`config.mk`:
```
export PLATFORM = sky130hd
export DESIGN_NAME = cache_ctrl
export DESIGN_NICKNAME = d
export VERILOG_FILES = /design/src/rtl/cache_ctrl.sv
export SDC_FILE = /design/constraint.sdc
export NUM_CORES = 1
export LEC_CHECK = 0
export BUFFER_PORTS_ARGS = -buffer_cell sky130_fd_sc_hd__buf_2
export CAP_MARGIN = 0
export CORE_MARGIN = 2
export CORE_UTILIZATION = 40
export CTS_CLUSTER_SIZE = 25
export DETAILED_ROUTE_END_ITERATION = 8
export PLACE_DENSITY = 0.77
export SLEW_MARGIN = 20
export SYNTH_ARGS = -nofsm -noshare
export SYNTH_HDL_FRONTEND = slang
export SYNTH_SLANG_ARGS = --single-unit
```
`constraint.sdc`:
```
create_clock -name clk -period 2 [get_ports clk]
set_input_delay 0.2 -clock clk [delete_from_list [all_inputs] [get_ports clk]]
set_output_delay 0.2 -clock clk [all_outputs]
set_load 0.05 [all_outputs]
```
`src/rtl/cache_ctrl.sv`:
```
// cache_ctrl: miss/write-through sequencer for a direct-mapped 32x4-word data cache with saturating hit/miss counters.
module cache_ctrl #(
  parameter int CNT_W = 16
) (
  input  logic             clk,
  input  logic             reset,
  input  logic             cpu_re,
  input  logic             cpu_we,
  input  logic [9:0]       cpu_addr,
  input  logic             cache_v,
  input  logic [2:0]       cache_tag,
  input  logic             mem_ready,
  output logic             stall,
  output logic             cache_we,
  output logic             w_h,
  output logic             mem_req,
  output logic             mem_wr,
  output logic [7:0]       mem_line_addr,
  output logic [CNT_W-1:0] hit_cnt,
  output logic [CNT_W-1:0] miss_cnt
);
  localparam logic [1:0] IDLE = 2'd0, RD_MEM = 2'd1, FILL = 2'd2, WR_MEM = 2'd3;
  logic [1:0]       state_q, state_d;
  logic [7:0]       addr_q, addr_d;
  logic             refill_q, refill_d;
  logic [CNT_W-1:0] hit_q, hit_d, miss_q, miss_d;
  logic             hit, rd, idle, wr;
  assign hit  = cache_v & (cache_tag == cpu_addr[9:7]);
  assign rd   = cpu_re & ~cpu_we;
  assign idle = state_q == IDLE;
  assign wr   = state_q == WR_MEM;
  always_comb begin
    state_d  = idle ? (cpu_we ? WR_MEM : (rd & ~hit) ? RD_MEM : IDLE) :
               state_q == RD_MEM ? (mem_ready ? FILL : RD_MEM) :
               state_q == FILL ? IDLE : (mem_ready ? IDLE : WR_MEM);
    addr_d   = (idle && state_d != IDLE) ? cpu_addr[9:2] : addr_q;
    refill_d = state_q == FILL;
    // The access replayed right after a fill hits, but it was already counted as a miss.
    hit_d    = (idle & rd & hit & ~refill_q & ~&hit_q) ? hit_q + CNT_W'(1) : hit_q;
    miss_d   = (idle & rd & ~hit & ~&miss_q) ? miss_q + CNT_W'(1) : miss_q;
  end
  always_ff @(posedge clk or posedge reset) begin
    if (reset) begin
      state_q  <= IDLE;
      addr_q   <= '0;
      refill_q <= 1'b0;
      hit_q    <= '0;
      miss_q   <= '0;
    end else begin
      state_q  <= state_d;
      addr_q   <= addr_d;
      refill_q <= refill_d;
      hit_q    <= hit_d;
      miss_q   <= miss_d;
    end
  end
  assign stall         = idle ? (cpu_we | (rd & ~hit)) : wr ? ~mem_ready : 1'b1;
  assign cache_we      = (state_q == FILL) | (wr & mem_ready & hit);
  assign w_h           = state_q != FILL;
  assign mem_req       = (state_q == RD_MEM) | wr;
  assign mem_wr        = wr;
  assign mem_line_addr = addr_q;
  assign hit_cnt       = hit_q;
  assign miss_cnt      = miss_q;
endmodule
```
==> flow_summary.toml <==
[status]
status = "finished, violations left"
violations = "hold timing"

[detailed_routing]
drc = 0
firstDrtPassIters = 4
num_vias = 1633
drt-wirelength-per-cell_um = 12.7
drt-initial-drc-count = 44
routed_wirelength_um = 4250
drtAntennaViolNets = 0
viasPerCell = 4.89

[worst_setup_path]
crit_family = "simple AND/OR/NAND/NOR gates"
reg2reg_setup_slack_ns = 0.10
required_ns = 1.80
startpoint_type = "flip-flop"
path_cells = "or4b_4, a41oi_4, a21oi_2, o21ai_2, buf_6"
r2r_end = "miss_cnt[14]"
crit_path_top_delay_cell = "or4b_4"
cp.arrival_ns = 1.75
cp_num_cells = 5
regToRegStartpoint = "state_q[1]"
cp-startpoint = "state_q[1]"
critPathKind = "flip-flop to output pin"
crit_path_end = "stall"
critPathMaxStageDelay_ns = 0.53
ff2ff_path_depth = 6
worst_setup_path_end_kind = "output pin"
cp_max_fo = 3
path_buf_inv = 1

[timing]
tightestPinTransition_ns = 0.904
slew_viol_final = 0
slew-limit-headroom = 0.393
fmax_mhz = 513
setup_violations = 0
rsz0062_at_grt = "true"
min_period_ns = 1.95
holdWs_ns = -0.00530
fin_crit_sh = 0.974
final.setup_skew_ns = 0.00573
fin_ws_ns = 0.0522
hold_viol = 9

[clocking]
htree_levels = 2
cts_tree = "built"
cts_sinks = 43
cts_buffer_depth = 2
root_buffer = "clkbuf_8"
clk_latency_ns = 0.28
numCtsBuffers = 5
clkTransAtPathRegs_ns = 0.08
hold_buffers = 0

[place]
dp_hpwl_um = 3260
dp_cells = 324
port-buffer-count = 61
routabilityCongestion = 0.814
place_ws_ns = -0.0530
dpl_cell_area_um2 = 2590

[yosys]
ys_types = 32
muxShareOfSynthArea = 0.0645
syn-instance-count = 179
synth.most_common_cell = "dfrtp_1"
yosys_most_used_dff = "dfrtp_1"
synth_area_per_cell_um2 = 11.6
synth_top_family_by_area = "simple AND/OR/NAND/NOR gates"
synth_edf_count = 0
yosysWarnings = 0
synth_compound_area_frac = 0.0361
synth_area_leaders = "dfrtp_1 (52%), xnor2_1 (11%), mux2_2 (6.0%)"
yosysTopAreaCellShare = 0.518
synth_nets = 200
yosysTopAreaCell = "dfrtp_1"
synthesis.area_um2 = 2080
ys_ff_latch = 43
synth_xor_area_frac = 0.127
yosys.area_share.adder = 0.0120
yosys-top-cells-count = "dfrtp_1 (43), xnor2_1 (27), nand4_1 (17)"
async_flop_share = 1.00
synthSimpleGateAreaFrac = 0.218
ys_seq_area_frac = 0.518

[finish]
design_area_um2 = 2710
layout-drive-gt1-share = 0.420
finish.utilization = 0.535
nNetsFinal = 285
area_delta_synth_final_pct = 30.6
fillCellCount = 482
num_antenna_cells = 0
fin_cells = 334

[run]
cap_violations = 0

[hold_path]
hold_class = "input pin to asynchronous set/reset pin"

[pwr]
p_leak_nw = 1.32
irDropWorstVdd_v = 0.00170
p_per_area_nw_per_um2 = 1140

[floorplanning]
die_w_um = 76.1
dieHeight_um = 76.1
die_area_um2 = 5790
coreArea_um2 = 5070
start_util = 0.409
rows = 26
ios = 64

[global_routing]
grt_antenna_before_repair = 0
grt_pass1_vias = 1631
gr-usage-all-layers = 0.155
grt_max_degree = 27
grt_pass1_wl_um = 7400
grt_overflow = 0
-- worst min path at each step --
stage | to | depth (start not counted)
after floorplan | mem_line_addr[0] | 1
after global placement | hit_cnt[8] | 2
after detailed placement | hit_cnt[9] | 2
after CTS | miss_cnt[11] | 2
after global routing | miss_cnt[11] | 2
final | hit_cnt[13] | 2
-- metrics by stage --
step	power (W)	setup TNS, ns
final	0.00310	0
after global routing	0.00327	-0.0238
after CTS	0.00312	0
after detailed placement	0.00257	-0.175
after global placement	0.00253	-0.103
after floorplan	0.00224	-0.266
-- cell usage in the layout, fill, tap and decap left out, drive strengths merged, types with 2 or more instances in the layout --
cell    netlist  layout
a21oi         4       4
and2          3       3
and2b         2       2
and3          7       7
and4          4       4
buf           5      83
clkbuf        0       7
dfrtp        43      43
ha            2       2
inv           4       3
mux2         11      11
nand2        10      10
nand3        14      14
nand4        17      17
nor2          8       8
nor4          3       3
o21ai         2       2
xnor2        27      27
xor2          3       3
-- state kept, by name (all words and copies together), names as in the netlist --
| name | count |
|---|---|
| hit_cnt | 16 |
| state_q | 2 |
| mem_line_addr | 8 |
| refill_q | 1 |
| miss_cnt | 16 |
-- final cells by class --
class	instances	area [µm²]	area share
Multi-Input combinational cell	127	975	0.359
Clock buffer	7	76.3	0.0281
Inverter	4	15.0	0.00554
Tap cell	70	87.6	0.0323
Timing Repair Buffer	83	480	0.177
Sequential cell	43	1080	0.398
-- power breakdown --
part | internal, W | total, W | leakage (nW) | switching [W]
logic | 0.000446 | 0.00143 | 0.716 | 0.000987
clock network | 0.000241 | 0.000511 | 0.0383 | 0.000270
registers | 0.00104 | 0.00116 | 0.564 | 0.000124
-- worst register-to-register path, cell delays in order (launching register included) --
cell	delay, ns
dfrtp_1	0.39
or4b_4	0.53
a41oi_4	0.24
buf_6	0.15
and4b_2	0.25
nand3_2	0.09
xnor2_1	0.13
-- cell families after synthesis --
kind of cell             Yosys count
AO/OA/AOI/OAI                      9
flip-flops                        43
adder cells (fa/ha/maj)            2
multiplexers                      12
XOR/XNOR                          30
AND/OR/NAND/NOR                   74
buffers and inverters              9
-- timing repair --
item                                    4_1_cts  5_1_grt
endpoints found under the setup margin       13       13
resized for setup                             3        5
buffers inserted                              0        3
pin swaps                                     1        2
-- layer usage --
metal,global-route usage,wire [µm]
met3,0.0344,180
met2,0.250,2040
met4,0.0436,17
met1,0.213,2010
met5,0,0
No activity file was read; power rests on OpenSTA's default activity.
